### src/rtl/pipe_ctrl.sv
// pipe_ctrl: pipeline control for the five-stage MIPS core.
// Decides the F/D hold, the E bubble and the exception flush each cycle,
// sequences the multi-cycle multiply/divide unit and counts stalled cycles.
// The hold/bubble/flush/PC-select outputs are combinational so a hazard
// takes effect in the same cycle it is detected.

module pipe_ctrl #(
    parameter int MULT_CYCLES = 5,
    parameter int DIV_CYCLES  = 10
) (
    input  logic        clk,
    input  logic        reset,
    input  logic [4:0]  d_rs,
    input  logic [4:0]  d_rt,
    input  logic [1:0]  d_tuse_rs,
    input  logic [1:0]  d_tuse_rt,
    input  logic [4:0]  e_a3,
    input  logic [4:0]  m_a3,
    input  logic [1:0]  e_tnew,
    input  logic [1:0]  m_tnew,
    input  logic        d_md,
    input  logic        e_start_mul,
    input  logic        e_start_div,
    input  logic        d_eret,
    input  logic        epc_wr_pending,
    input  logic        req,
    output logic        pc_we,
    output logic        d_we,
    output logic        e_clr,
    output logic        flush,
    output logic [1:0]  pc_sel,
    output logic        md_busy,
    output logic        md_go,
    output logic [31:0] stall_cnt
);

    typedef enum logic {
        MD_IDLE = 1'b0,
        MD_BUSY = 1'b1
    } md_state_t;

    localparam logic [3:0] MULT_LOAD = 4'(MULT_CYCLES);
    localparam logic [3:0] DIV_LOAD  = 4'(DIV_CYCLES);

    localparam logic [1:0] PC_SEQ     = 2'd0;
    localparam logic [1:0] PC_HANDLER = 2'd1;
    localparam logic [1:0] PC_EPC     = 2'd2;

    md_state_t  md_state;
    logic [3:0] md_cnt;

    logic rs_stall;
    logic rt_stall;
    logic data_stall;
    logic md_stall;
    logic eret_stall;
    logic stall;
    logic md_start;

    // Operand hazards: a nonzero source that matches a producer in E or M whose
    // result arrives later than D needs it. A tuse of 3 can never lose against
    // a 2-bit tnew, so unused operands never stall.
    always_comb begin
        rs_stall = (d_rs != 5'd0) &&
                   (((d_rs == e_a3) && (e_tnew > d_tuse_rs)) ||
                    ((d_rs == m_a3) && (m_tnew > d_tuse_rs)));
        rt_stall = (d_rt != 5'd0) &&
                   (((d_rt == e_a3) && (e_tnew > d_tuse_rt)) ||
                    ((d_rt == m_a3) && (m_tnew > d_tuse_rt)));
        data_stall = rs_stall || rt_stall;
    end

    // Structural and ordering hazards: MDU users wait for the unit to be free
    // (including the cycle a new operation is starting in E), and eret waits
    // until any in-flight EPC write has landed.
    always_comb begin
        md_start   = e_start_mul || e_start_div;
        md_stall   = d_md && (md_busy || md_start);
        eret_stall = d_eret && epc_wr_pending;
        stall      = data_stall || md_stall || eret_stall;
    end

    // Pipeline register controls. Reset holds everything flushed; an exception
    // request overrides any hazard and redirects to the handler.
    always_comb begin
        pc_we  = 1'b0;
        d_we   = 1'b0;
        e_clr  = 1'b1;
        flush  = 1'b1;
        pc_sel = PC_SEQ;
        md_go  = 1'b0;
        if (reset) begin
            if (req) begin
                pc_we  = 1'b1;
                d_we   = 1'b1;
                e_clr  = 1'b1;
                flush  = 1'b1;
                pc_sel = PC_HANDLER;
                md_go  = 1'b0;
            end else begin
                pc_we  = ~stall;
                d_we   = ~stall;
                e_clr  = stall;
                flush  = 1'b0;
                pc_sel = (d_eret && !stall) ? PC_EPC : PC_SEQ;
                md_go  = md_start;
            end
        end
    end

    // MDU busy sequencer: an accepted start loads the countdown (div wins over
    // mult), busy then lasts exactly that many cycles. An exception does not
    // abort a running operation because its instruction has already committed.
    always_ff @(posedge clk or negedge reset) begin
        if (!reset) begin
            md_state <= MD_IDLE;
            md_cnt   <= 4'd0;
            md_busy  <= 1'b0;
        end else if (md_go) begin
            md_state <= MD_BUSY;
            md_busy  <= 1'b1;
            md_cnt   <= e_start_div ? DIV_LOAD : MULT_LOAD;
        end else begin
            case (md_state)
                MD_BUSY: begin
                    if (md_cnt == 4'd1) begin
                        md_state <= MD_IDLE;
                        md_busy  <= 1'b0;
                        md_cnt   <= 4'd0;
                    end else begin
                        md_cnt <= md_cnt - 4'd1;
                    end
                end
                default: begin
                    md_state <= MD_IDLE;
                    md_busy  <= 1'b0;
                    md_cnt   <= 4'd0;
                end
            endcase
        end
    end

    // Performance counter of cycles lost to hazards; cycles taken by an
    // exception redirect are not counted as stalls.
    always_ff @(posedge clk or negedge reset) begin
        if (!reset) begin
            stall_cnt <= 32'd0;
        end else if (stall && !req) begin
            stall_cnt <= stall_cnt + 32'd1;
        end
    end

endmodule

### config.mk
export PLATFORM = sky130hd
export DESIGN_NAME = pipe_ctrl
export DESIGN_NICKNAME = d
export VERILOG_FILES = /design/src/rtl/pipe_ctrl.sv
export SDC_FILE = /design/constraint.sdc
export NUM_CORES = 1
export LEC_CHECK = 0
export CORE_UTILIZATION = 27
export DETAILED_ROUTE_END_ITERATION = 16
export PLACE_DENSITY = 0.62
export SETUP_SLACK_MARGIN = 0.02
export SKIP_LAST_GASP = 1
export SLEW_MARGIN = 20
export SYNTH_ARGS = -nofsm -noshare
export SYNTH_HDL_FRONTEND = slang
export SYNTH_SLANG_ARGS = --single-unit
### constraint.sdc
create_clock -name clk -period 6.1 [get_ports clk]
set_input_delay 1.525 -clock clk [delete_from_list [all_inputs] [get_ports clk]]
set_output_delay 1.525 -clock clk [all_outputs]
set_load 0.05 [all_outputs]
==> impl_results.md, run 1 <==
* Synth Flop Type: dfrtp_1
* CP Buf/Inv Count at 3
* Distinct cells, synth at 35
* GRT Util Overall at 13.4%
* Leak Pwr at 1.40 nW
* P&R area growth vs syn at 42.2%
* Worst Reg-to-Reg Cells at 8
* Tcrit/Tclk final at 93.4%
* FP Rows at 32
* Nets at 349
* Switching Share at 36.9%
* Clk pwr share at 22.0%
* Clock Latency Late Sink at 0.29 ns
* Crit end category: primary output
* Crit-path max cell delay at 0.72 ns
* Most frequent cell on the critical path: clkdlybuf4s50_1
* # diodes at 0
* CP max FO at 4
* CP required at 4.58 ns
* RSZ-0062 raised after global routing: false
* CP startpoint kind: primary input
* Power Density at 252 nW/um^2
* Maximum operating frequency at 176 MHz
* Max-cap check violation count at 0
* Setup_tns at 0 ns
* DRC errors left at 0
* Largest net degree at the start of global routing at 41
* Iter 0 DRT Violations at 38
* Post-CTS setup buffer count at 0
* Final instance area at 3210 sq um
* Worst hold-check path type: flip-flop to flip-flop
* Clock Root Buffer: clkbuf_8
* Initial antenna violation count at 0
* Cts bufs inserted at 5
* Mapped Area at 2250 sq um
* Worst path depth at 10
* Buffers on Ports at 75
* Synthesis-stage register bit count at 38
* Reg clk slew, reported paths at 0.08 ns
* Vias per cell at 4.53
* Post-synth EDFFs at 0
* # fillers at 797
* Worst-path cell chain: clkdlybuf4s50_1, inv_1, ha_1, nand2_1, nand4_1, nor4_1, o22ai_1, a31oi_1, nor2b_1, clkdlybuf4s50_1
* Vias at 1835
* HPWL after DPL at 4360 microns
* Post-route ant nets at 0
* Logic gate share of total power at 37.4%
* Final min period at 5.70 ns
* Core area at 7890 sq um
* Grt ovf at 0
* First-pass GRT wire length at 9000 microns
* Util after Layout at 40.6%
* VDD IR max at 0.0842 mV
* Mapped Nets at 270
* Count of final setup violators at 0
* Worst-Margin Slew at 0.523 ns
* Async SR Flop Fraction at 100%
* Final Hold Viols at 0
* Layout cells sized above 1 at 6.93%
* H-tree lvl count at 2
* CTS Buffer Depth at 2
* Cell Int Power at 0.511 mW
* Chip height at 93.4 microns
* Starting Density at 28.6%
* Clk sink count at 38
* Synth warn at 0
* WL final at 5460 microns
* Post-CTS Hold Fix Bufs at 0
* Vias in the first global route at 1805
* WL per Instance at 13.5 microns
* Slowest CP cell: clkdlybuf4s50_1
* Per-instance average area after synthesis at 10.1 sq um
* Reg power frac at 40.6%
* Status: complete, no violations
* Placed inst area at 3110 sq um
* Total die area at 8720 sq um
* Detailed Routing Iterations Pass 1 at 4
* Psw at 0.298 mW
* Cells after Synth at 223
* Max-slew violations at 0
* Post-synthesis sequential area ratio at 42.2%
* Slew headroom at 65.0%
* TritonCTS clock tree: built
* I/O pin cnt at 76
* Die span in x at 93.4 microns
* Placer Congestion at 0.906
* Hold path depth at 1
* Resized cells post-CTS at 0
* Crit path DAT at 4.17 ns
* Crit path kind: primary input to primary output
* Clock skew at 0.00741 ns
* Cell family with most CP delay: buffers and inverters
-- final timing paths --
kind / start / to / slack (ns)
worst max register to register: stall_cnt[0]$_DFFE_PN0P_ / stall_cnt[26]$_DFFE_PN0P_ / 3.98
worst max-delay path: d_tuse_rs[1] / d_we / 0.40
worst min-delay path: stall_cnt[31]$_DFFE_PN0P_ / stall_cnt[31]$_DFFE_PN0P_ / 0.48
min in group asynchronous: reset / stall_cnt[31]$_DFFE_PN0P_ / 1.32
worst min register to register: stall_cnt[31]$_DFFE_PN0P_ / stall_cnt[31]$_DFFE_PN0P_ / 0.48
max in group asynchronous: reset / stall_cnt[1]$_DFFE_PN0P_ / 4.43
-- cell families after synthesis --
kind of cell	Yosys count	share of synthesized area [%]
buffers and inverters	20	4.11
XOR/XNOR	53	20.6
adder cells (fa/ha/maj)	11	6.10
flip-flops	38	42.2
AO/OA/AOI/OAI	17	5.11
multiplexers	1	0.499
AND/OR/NAND/NOR	83	21.4
-- power groups by stage --
stage	clock [mW]	sequential [mW]	combinational, mW
final	0.178	0.328	0.303
after global routing	0.196	0.335	0.328
after CTS	0.184	0.328	0.306
after detailed placement	0	0.333	0.306
after global placement	0	0.332	0.304
after floorplan	0	0.405	0.116
-- per-layer routing --
| layer | track usage [%] | vias up | part of all wire, % |
|---|---|---|---|
| met1 | 18.4 | 859 | 48 |
| met2 | 21.1 | 48 | 47 |
| met3 | 2.93 | 6 | 4.9 |
| met4 | 3.85 | 0 | 0.70 |
| met5 | 0 | - | 0 |
| li1 | - | 922 | - |
-- synthesized netlist by cell type (4+ instances only) --
library cell	instances	share of area (%)
dfrtp_1	38	42
xnor2_1	32	12
xor2_1	21	8.2
nand2_1	19	3.2
inv_1	15	2.5
ha_1	11	6.1
and3_1	10	2.8
nand4_1	10	2.8
nor2_1	8	1.3
nand3_1	7	1.6
a21oi_1	5	1.1
and2_1	4	1.1
nand2b_1	4	1.1
nor3b_2	4	2.2
nor4_1	4	1.1
o22ai_1	4	1.1
-- layout make-up --
cell class / instances / area (sq um) / share of cell area [%]
clock inverters: 1 / 5.00 / 0.156
inverters: 15 / 56.3 / 1.76
clock buffers: 7 / 86.3 / 2.69
well taps: 102 / 128 / 3.98
repair buffers: 77 / 768 / 24.0
flip-flops and latches: 38 / 951 / 29.7
multi-input cells: 165 / 1210 / 37.8
-- layout by cell type (no fill, tap or decap), types with 5 or more instances in the layout --
cell             synthesis  layout
clkdlybuf4s50_1          0      72
dfrtp_1                 38      38
xnor2_1                 32      32
xor2_1                  21      21
nand2_1                 19      19
inv_1                   15      15
ha_1                    11      11
nand4_1                 10      10
and3_1                  10      10
nor2_1                   8       8
nand3_1                  7       7
clkbuf_8                 0       6
a21oi_1                  5       5
-- metrics by stage --
stage / setup slack [ns] / hold slack [ns] / cells / power (mW)
after global placement: 0.446 / 0.467 / 397 / 0.636
after detailed placement: 0.386 / 0.470 / 397 / 0.639
after global routing: 0.202 / 0.489 / 405 / 0.860
after CTS: 0.386 / 0.481 / 405 / 0.818
final: 0.404 / 0.478 / 405 / 0.809
after floorplan: 1.01 / 0.477 / 223 / 0.521
-- flip-flops by register name, indices dropped and copies added, names as in the netlist --
signal     flops
md_cnt         4
md_state       1
md_busy        1
stall_cnt     32
Note: power is estimated with default switching activity, not from simulation.
==> run 2: changes to the inputs <==
CORE_ASPECT_RATIO = 1.25   (was not set)
==> impl_results.md, run 2 (synthesis gave the netlist of run 1 again) <==
* Status: complete, no violations
* WL final at 5360 microns (-1.8%)
* Resized cells post-CTS at 0 (unchanged)
* Vias per cell at 4.76 (+5.0%)
* Crit path kind: primary input to primary output
* Most common cell after layout, fill and taps aside: clkdlybuf4s50_1
* Clock skew at 0.00817 ns (+0.000761 ns)
* Buffers on Ports at 75 (unchanged)
* Cts bufs inserted at 5 (unchanged)
* Tcrit/Tclk final at 94.4% (+1.0 points)
* H-tree lvl count at 2 (unchanged)
* Placed Cells at 391 (-1.5%)
* Post-Layout Cell Count at 399 (-1.5%)
* DRC errors left at 0 (unchanged)
* I/O pin cnt at 76 (unchanged)
* WL per Instance at 13.4 microns (-0.30%)
* Clk sink count at 38 (unchanged)
* Starting Density at 28.4% (-0.14 points)
* Largest net degree at the start of global routing at 41 (unchanged)
* Post-CTS setup buffer count at 0 (unchanged)
* Clock Latency Late Sink at 0.29 ns (about the same)
* Chip height at 104 microns (+12%)
* Layout cells sized above 1 at 7.89% (+0.96 points)
* Max reg flops at 32 (unchanged)
* Largest regs: stall_cnt: 32 flops, md_cnt: 4 flops
* Worst hold-check path type: flip-flop to flip-flop
* Leak Pwr at 1.43 nW (+2.1%)
* Iter 0 DRT Violations at 55 (+45%)
* TritonCTS clock tree: built
* Fin Hold WS at 0.475 ns (-0.00357 ns)
* Max-slew violations at 0 (unchanged)
* Count of final setup violators at 0 (unchanged)
* Post-route ant nets at 0 (unchanged)
* Core area at 7930 sq um (+0.51%)
* Crit end category: primary output
* Post-CTS Hold Fix Bufs at 0 (unchanged)
* Power Density at 274 nW/um^2 (+8.8%)
* Final min period at 5.76 ns (+0.0611 ns)
* Crit path DAT at 4.23 ns (+0.06 ns)
* Setup_tns at 0 ns (unchanged)
* CTS Buffer Depth at 2 (unchanged)
* RSZ-0062 raised after global routing: false
* Worst-Margin Slew at 0.535 ns (+0.0116 ns)
* Max-cap check violation count at 0 (unchanged)
* Clock Root Buffer: clkbuf_8
* Largest Register: stall_cnt
* Vias in the first global route at 1865 (+3.3%)
* Grt ovf at 0 (unchanged)
* Reg clk slew, reported paths at 0.08 ns (about the same)
* FP Rows at 36 (+13%)
* Detailed Routing Iterations Pass 1 at 4 (unchanged)
* Final Hold Viols at 0 (unchanged)
* CP max FO at 4 (unchanged)
* First-pass GRT wire length at 8980 microns (-0.23%)
* Util after Layout at 41.0% (+0.39 points)
* Maximum operating frequency at 174 MHz (-1.1%)
* VDD IR max at 0.118 mV (+40%)
* # diodes at 0 (unchanged)
* Die span in x at 83.7 microns (-10%)
* Total die area at 8720 sq um (about the same)
* Nets at 350 (+0.29%)
* P&R area growth vs syn at 44.3%
* CP startpoint kind: primary input
* CP required at 4.58 ns (about the same)
* Placer Congestion at 0.823 (-9.2%)
* Slew headroom at 64.2% (-0.78 points)
* Initial antenna violation count at 0 (unchanged)
* Most frequent cells in the layout: clkdlybuf4s50_1 (71), dfrtp_1 (38), xnor2_1 (32)
* Tot Pwr at 0.893 mW (+10%)
* HPWL after DPL at 4310 microns (-1.1%)
* Vias at 1898 (+3.4%)
* GRT Util Overall at 12.9% (-0.48 points)
run 2: cell types whose count changed in the layout (fill, tap and decap cells not counted):
| cell | delta |
|---|---|
| clkinv_2 | -1 |
| buf_4 | +2 |
| bufinv_16 | +2 |
| clkbuf_1 | -1 |
| clkdlybuf4s50_1 | -1 |
run 2: metrics by stage:
stage	worst slack [ns]	cell area, sq um
5_1_grt	0.104	3250
2_1_floorplan	1.01	2250
3_5_place_dp	0.304	3110
6_report	0.343	3250
4_1_cts	0.288	3250
3_3_place_gp	0.430	3110
run 2: final cells by class:
cell class | count | area (sq um)
fill | 794 | 4670
multi-input combinational | 165 | 1210
sequential | 38 | 951
timing repair buffer | 78 | 773
tap | 95 | 119
clock buffer | 6 | 82.6
clock inverter | 2 | 60.1
inverter | 15 | 56.3
run 2: power breakdown:
part           total [mW]  internal [mW]  leakage (nW)  switching (mW)
Clock               0.265          0.174        0.0714          0.0901
Sequential          0.327          0.291         0.505          0.0358
Combinational       0.302          0.128         0.852           0.173
run 2: worst paths after layout:
check / start / to / slack, ns / cells after the start
max: d_tuse_rt[1] / pc_we / 0.34 / 10
min: stall_cnt[31]$_DFFE_PN0P_ / stall_cnt[31]$_DFFE_PN0P_ / 0.47 / 1
max reg2reg: stall_cnt[0]$_DFFE_PN0P_ / stall_cnt[26]$_DFFE_PN0P_ / 3.98 / 8
min reg2reg: stall_cnt[31]$_DFFE_PN0P_ / stall_cnt[31]$_DFFE_PN0P_ / 0.47 / 1
max in group asynchronous: reset / stall_cnt[14]$_DFFE_PN0P_ / 4.43 / 2
min in group asynchronous: reset / md_cnt[0]$_DFF_PN0_ / 1.31 / 2
run 2: critical path: stages:
cell and delay (ns):
clkdlybuf4s50_1 0.46, inv_1 0.06, ha_1 0.32, nand2_1 0.08, nand4_1 0.10, nor4_1 0.30, o22ai_1 0.19, a31oi_1 0.35
nor2b_1 0.13, clkdlybuf4s50_1 0.72
run 2: layer usage:
| metal | global-route usage, % | vias up | wire length, microns |
|---|---|---|---|
| li1 | - | 917 | - |
| met2 | 22.5 | 55 | 2830 |
| met1 | 15.6 | 920 | 2200 |
| met5 | 0 | - | 0 |
| met4 | 4.72 | 0 | 84 |
| met3 | 2.54 | 6 | 248 |
